==> src/rtl/data_mem_bank.sv <==
// data_mem_bank: byte-addressed single-port synchronous data memory for the MEM stage.
// Word and byte-lane stores, sign/zero-extended byte loads, registered read path.
// After reset a zeroing sweep clears the array; READY is held low until it completes.
// Optional feature macro: DMEM_MISALIGN_TRAP_EN (trap misaligned word accesses with ERR).
module data_mem_bank #(
    parameter int DATA_W = 16,
    parameter int ADDR_W = 16,
    parameter int DEPTH  = 256
) (
    input  logic              clk,
    input  logic              rst,
    input  logic              MEM_W,
    input  logic              MEM_R,
    input  logic              BYTE_EN,
    input  logic              SIGN_EXT,
    input  logic [ADDR_W-1:0] ADDR,
    input  logic [DATA_W-1:0] DATA_in,
    output logic [DATA_W-1:0] DATA_out,
    output logic              RD_VALID,
    output logic              READY,
    output logic              ERR
);

    localparam int BPW = DATA_W / 8;
    localparam int LB  = $clog2(BPW);
    localparam int IB  = $clog2(DEPTH);

    typedef enum logic {INIT, RUN} state_t;

    state_t            state_q;
    logic [IB-1:0]     sweep_q;
    logic [DATA_W-1:0] data_out_q;
    logic              rd_valid_q;
    logic              err_q;

    logic [DATA_W-1:0] mem [DEPTH];

    logic [IB-1:0]     idx;
    logic [LB-1:0]     lane;
    logic              oor;
    logic              mis;
    logic              fault;
    logic              accept;
    logic              wr_en;
    logic [DATA_W-1:0] cur_word;
    logic [DATA_W-1:0] word_d;
    logic [DATA_W-1:0] rd_word;
    logic [7:0]        rd_byte;
    logic [DATA_W-1:0] ld_val;

    assign idx    = ADDR[IB+LB-1:LB];
    assign lane   = ADDR[LB-1:0];
    assign oor    = (ADDR >> (IB + LB)) != '0;
    assign mis    = !BYTE_EN && (lane != '0);
`ifdef DMEM_MISALIGN_TRAP_EN
    assign fault  = oor | mis;
`else
    assign fault  = oor;
`endif
    assign accept = (state_q == RUN) && !rst;
    assign wr_en  = accept && MEM_W && !fault;

    assign cur_word = mem[idx];

    // Merge store data into the addressed word: full word, or only the addressed lane.
    always_comb begin
        word_d = cur_word;
        for (int unsigned i = 0; i < BPW; i++) begin
            if (!BYTE_EN)
                word_d[8*i +: 8] = DATA_in[8*i +: 8];
            else if (lane == LB'(i))
                word_d[8*i +: 8] = DATA_in[7:0];
        end
    end

    // Write-first: a load in the same cycle as a store sees the merged word.
    assign rd_word = wr_en ? word_d : cur_word;
    assign rd_byte = rd_word[{lane, 3'b000} +: 8];

    // Load value: full word or extended byte; faulting loads return zero.
    always_comb begin
        ld_val = rd_word;
        if (BYTE_EN)
            ld_val = {{(DATA_W-8){SIGN_EXT & rd_byte[7]}}, rd_byte};
        if (fault)
            ld_val = '0;
    end

    // Array writes: zeroing sweep during INIT, accepted stores during RUN.
    always_ff @(posedge clk) begin
        if (!rst) begin
            if (state_q == INIT)
                mem[sweep_q] <= '0;
            else if (wr_en)
                mem[idx] <= word_d;
        end
    end

    // Sequencer and registered outputs.
    always_ff @(posedge clk) begin
        if (rst) begin
            state_q    <= INIT;
            sweep_q    <= '0;
            data_out_q <= '0;
            rd_valid_q <= 1'b0;
            err_q      <= 1'b0;
        end else begin
            case (state_q)
                INIT: begin
                    rd_valid_q <= 1'b0;
                    err_q      <= 1'b0;
                    sweep_q    <= sweep_q + 1'b1;
                    if (sweep_q == IB'(DEPTH - 1))
                        state_q <= RUN;
                end
                RUN: begin
                    rd_valid_q <= MEM_R;
                    err_q      <= (MEM_W | MEM_R) & fault;
                    if (MEM_R)
                        data_out_q <= ld_val;
                end
                default: state_q <= INIT;
            endcase
        end
    end

    assign DATA_out = data_out_q;
    assign RD_VALID = rd_valid_q;
    assign READY    = (state_q == RUN);
    assign ERR      = err_q;

endmodule
==> config.mk <==
export PLATFORM = sky130hd
export DESIGN_NAME = data_mem_bank
export DESIGN_NICKNAME = d
export VERILOG_FILES = /design/src/rtl/data_mem_bank.sv
export SDC_FILE = /design/constraint.sdc
export NUM_CORES = 2
export LEC_CHECK = 0
export BUFFER_PORTS_ARGS = -buffer_cell sky130_fd_sc_hd__buf_2
export CORE_UTILIZATION = 68
export CTS_CLUSTER_DIAMETER = 40
export DETAILED_ROUTE_END_ITERATION = 16
export PLACE_DENSITY_LB_ADDON = 0.08
export SETUP_SLACK_MARGIN = 0.02
export SYNTH_ARGS = -nofsm -noshare
export SYNTH_HDL_FRONTEND = slang
export SYNTH_SLANG_ARGS = --single-unit
==> constraint.sdc <==
create_clock -name clk -period 20.4 [get_ports clk]
set_input_delay 0 -clock clk [delete_from_list [all_inputs] [get_ports clk]]
set_output_delay 0 -clock clk [all_outputs]
set_load 0.02 [all_outputs]
==> impl_metrics.tcl <==
set metrics [dict create \
    ys_ff_latch 4123 \
    die_y_um 487 \
    leakagePower_nw 68.6 \
    htree_levels 5 \
    placed_cell_area_sq_um 165000 \
    fin_crit_ns 7.60 \
    p_int_mw 14.6 \
    p_clk_share_pct 47.7 \
    synth_cell_type_count 72 \
    drt_iter0_drc 12100 \
    r2r_slack_ns 14.78 \
    grt_pass1_wl_um 615000 \
    synth_area_per_cell_sq_um 22.4 \
    yosysSeqAreaShare_pct 77.3 \
    cts_tree "yes" \
    syn2layout_area_growth_pct 14.1 \
    clock_path_buffers 4 \
    cts_buffers 492 \
    p_sw_mw 3.84 \
    ir_worst_vdd_uv 107 \
    synthArstFlopShare_pct 0 \
    syn_inst 7130 \
    synth_warnings 0 \
    insertion_delay_ns 1.04 \
    hold_path_class "input pin to flop" \
    min_from "DATA_in[3]" \
    start_util_pct 68.6 \
    postCtsSetupBuffers 0 \
    arrival_ns 8.24 \
    clk_pin_slew_ns 0.06 \
    crit_path_max_incr_delay_ns 0.89 \
    multi_input_area_sq_um 33800 \
    firstDrtPassIters 6 \
    cp_num_buf_inv 8 \
    cpMostUsedCell "buf_4" \
    n_fill_cell 11500 \
    critical_path_peak_fanout 108 \
    syn_area_sq_um 160000 \
    postRouteWirelength_um 437000 \
    wl_per_cell_um 38.6 \
    dr_total_vias 82100 \
    critical_path.top_delay_family "buffers and inverters" \
    ys.flop_type "edfxtp_1" \
    power_density_nw_per_um2 101 \
    coreArea_sq_um 233000 \
    postCtsHoldBufs 69 \
    hold_viol 0 \
    routed_via_density 7.24 \
    swShare_pct 20.8 \
    setup_viol 0 \
    hpwlAfterDp_um 239000 \
    power_frac_comb_pct 2.5 \
    crit_path_start "ADDR[1]" \
    min_to "mem[160][3]$_DFFE_PP_" \
    finClkSkew_ns 0.0680 \
    rsz0062_at_grt "no" \
    status "complete, but fails checks" \
    grt_overflow 0 \
    die_area_sq_um 237000 \
    start_kind "input pin" \
    die_x_um 487 \
    violations "max-capacitance violations" \
    path_class "input pin to flop" \
    hold_path_depth 4 \
    r2r_start "mem[210][9]$_DFFE_PP_" \
    final-seq-area_sq_um 124000 \
    r2r.worst_path.cells 10 \
    synth_fp_nets 7169 \
    fin_area_sq_um 182000 \
    final_layout_size_suffix_gt1_share_pct 29.8 \
    clock-sinks 4123 \
    fin_nets 7805 \
    rows 177 \
    period_share_pct 37.3 \
    finalSetupTns_ns 0 \
    required_ns 21.04 \
    path_cells "buf_12, buf_4, buf_4, buf_4, buf_4, buf_4, mux4_2, nand2_1, a32oi_1, o31ai_1, a21oi_1, nand2_1, a21oi_4, buf_4, buf_4" \
    seq_power_share_pct 49.8 \
    grtUsageTotal_pct 37.6 \
    slowest_stage "buf_4" \
    tightest_slew_ns 1.42 \
    synth_enable_flop_cells 4096 \
    grt_max_degree 257 \
    cts_root_buf "clkbuf_16" \
    cts_resized 0 \
    fmax_ghz 0.132 \
    place.gp.congestion 0.937 \
    drv_cap 1 \
    antenna_found_initial 29 \
    port_buffers 56 \
    relSlewSlack_pct 2.58 \
    io_pins 57 \
    end_kind "flop" \
    worstReg2RegEnd "mem[67][9]$_DFFE_PP_" \
    ant_nets 0 \
    drc 0 \
    slew_violations 0 \
    grt_pass1_vias 83000 \
]
[worst max path at each step]
stage	to	slack, ns	depth (start not counted)
2_1_floorplan	mem[0][8]$_DFFE_PP_	9.01	14
3_3_place_gp	mem[236][11]$_DFFE_PP_	12.01	16
3_5_place_dp	mem[237][11]$_DFFE_PP_	11.74	16
4_1_cts	mem[70][11]$_DFFE_PP_	12.75	16
5_1_grt	mem[70][11]$_DFFE_PP_	12.16	16
6_report	mem[189][7]$_DFFE_PP_	12.80	15
[cells in the final DEF (no fill, tap or decap), types with 8 or more instances in the layout]
cell type | Yosys | final
and2_1 | 8 | 8
dfxtp_1 | 27 | 27
nor3_1 | 33 | 32
clkbuf_1 | 106 | 51
clkinv_4 | 0 | 43
nand2b_1 | 27 | 26
or2_2 | 22 | 21
nand4_1 | 10 | 10
buf_2 | 127 | 51
clkinvlp_4 | 0 | 58
o31ai_1 | 9 | 9
bufinv_16 | 0 | 62
inv_6 | 0 | 56
nor4_1 | 12 | 11
a222oi_1 | 10 | 10
a31oi_1 | 28 | 23
a22oi_1 | 70 | 70
o211ai_1 | 23 | 23
diode_2 | 0 | 36
o21ai_0 | 34 | 33
a21oi_1 | 81 | 72
mux4_2 | 1022 | 1022
nor4_2 | 10 | 11
mux2i_1 | 371 | 371
o221ai_1 | 75 | 75
buf_4 | 86 | 423
dlygate4sd3_1 | 0 | 69
buf_12 | 5 | 10
a21oi_4 | 0 | 9
nand2_1 | 171 | 171
clkinv_1 | 3 | 57
o22ai_1 | 77 | 77
inv_8 | 0 | 12
nand3_1 | 50 | 50
clkbuf_16 | 0 | 497
nor2_2 | 0 | 44
a211oi_1 | 24 | 22
edfxtp_1 | 4096 | 4096
clkinv_2 | 0 | 64
nor2_1 | 306 | 256
[flip-flops by register name, indices dropped and copies added (netlist names)]
signal,count
DATA_out,16
ERR,1
RD_VALID,1
READY,1
mem,4096
sweep_q,8
[tightest hold or removal path, delay by kind of cell]
kind                   cells  cell delay [ns]
and+or+nand+nor            1             0.15
AOI/OAI and AO/OA          1             0.13
buffers and inverters      2             0.72
[per-layer routing]
| layer | global-route usage, % | wire, um | part of all wire (%) | vias up |
|---|---|---|---|---|
| met1 | 50.3 | 146000 | 33 | 42700 |
| li1 | - | - | - | 31700 |
| met2 | 58.2 | 208000 | 48 | 6395 |
| met3 | 8.72 | 53500 | 12 | 1294 |
| met4 | 21.3 | 28900 | 6.6 | 8 |
| met5 | 0 | 57 | 0.013 | - |
[power by group through the flow]
| stage | Sequential [mW] | Combinational (mW) | Clock (mW) |
|---|---|---|---|
| detailed placement | 9.36 | 0.444 | 0 |
| finish | 9.18 | 0.464 | 8.80 |
| global placement | 9.36 | 0.443 | 0 |
| global route | 9.17 | 0.473 | 9.17 |
| CTS | 9.18 | 0.453 | 8.84 |
| floorplan | 9.36 | 0.299 | 0 |
[Yosys cell counts, types with 4 or more instances]
cell | instances | area, sq um
a2111oi_0 | 5 | 43.8
a211oi_1 | 24 | 180
a21oi_1 | 81 | 405
a221o_1 | 7 | 70.1
a221oi_1 | 6 | 52.6
a222oi_1 | 10 | 100
a22o_1 | 6 | 52.6
a22oi_1 | 70 | 526
a31oi_1 | 28 | 175
and2_1 | 8 | 50.1
and3_1 | 5 | 31.3
and4_1 | 6 | 52.6
buf_1 | 20 | 75.1
buf_12 | 5 | 100
buf_2 | 127 | 636
buf_4 | 86 | 646
buf_6 | 53 | 597
buf_8 | 17 | 255
clkbuf_1 | 106 | 398
dfxtp_1 | 27 | 541
edfxtp_1 | 4096 | 123000
inv_1 | 5 | 18.8
mux2_2 | 7 | 78.8
mux2i_1 | 371 | 3710
mux4_2 | 1022 | 23000
nand2_1 | 171 | 642
nand2b_1 | 27 | 169
nand3_1 | 50 | 250
nand3b_1 | 4 | 30.0
nand4_1 | 10 | 62.6
nor2_1 | 306 | 1150
nor2b_1 | 11 | 68.8
nor3_1 | 33 | 165
nor4_1 | 12 | 75.1
nor4_2 | 10 | 125
o211ai_1 | 23 | 173
o21ai_0 | 34 | 170
o221a_2 | 6 | 67.6
o221ai_1 | 75 | 657
o22ai_1 | 77 | 482
o311ai_0 | 4 | 35.0
o31ai_1 | 9 | 67.6
or2_2 | 22 | 138
or3_1 | 5 | 31.3
xor2_1 | 6 | 52.6
[per-stage QoR]
step	cells	utilization (%)	hold slack (ns)	setup WS [ns]	power, mW
final	11300	78.3	0.177	12.80	18.4
after global routing	11300	78.2	0.157	12.16	18.8
after CTS	11300	78.2	0.0932	12.75	18.5
after detailed placement	10300	70.8	0.286	11.74	9.80
after global placement	10300	70.8	0.268	12.01	9.80
after floorplan	7130	-	0.150	9.01	9.65
[final cells by class]
class / count / share of cell area, %
Antenna cell: 36 / 0.0494
Multi-Input combinational cell: 2582 / 18.6
Sequential cell: 4123 / 67.8
Tap cell: 3132 / 2.15
Clock buffer: 548 / 6.93
Inverter: 10 / 0.0288
Timing Repair Buffer: 557 / 2.40
Clock inverter: 352 / 2.12
[logic make-up after synthesis]
family | synth area share (%)
DFF | 77.3
muxes | 16.8
and+or+nand+nor | 1.95
AOI/OAI and AO/OA | 2.17
buffers and inverters | 1.72
xor gates and xnor gates | 0.0384
adders and majority gates | 0.00783
Note: power is estimated with default switching activity, not from simulation.
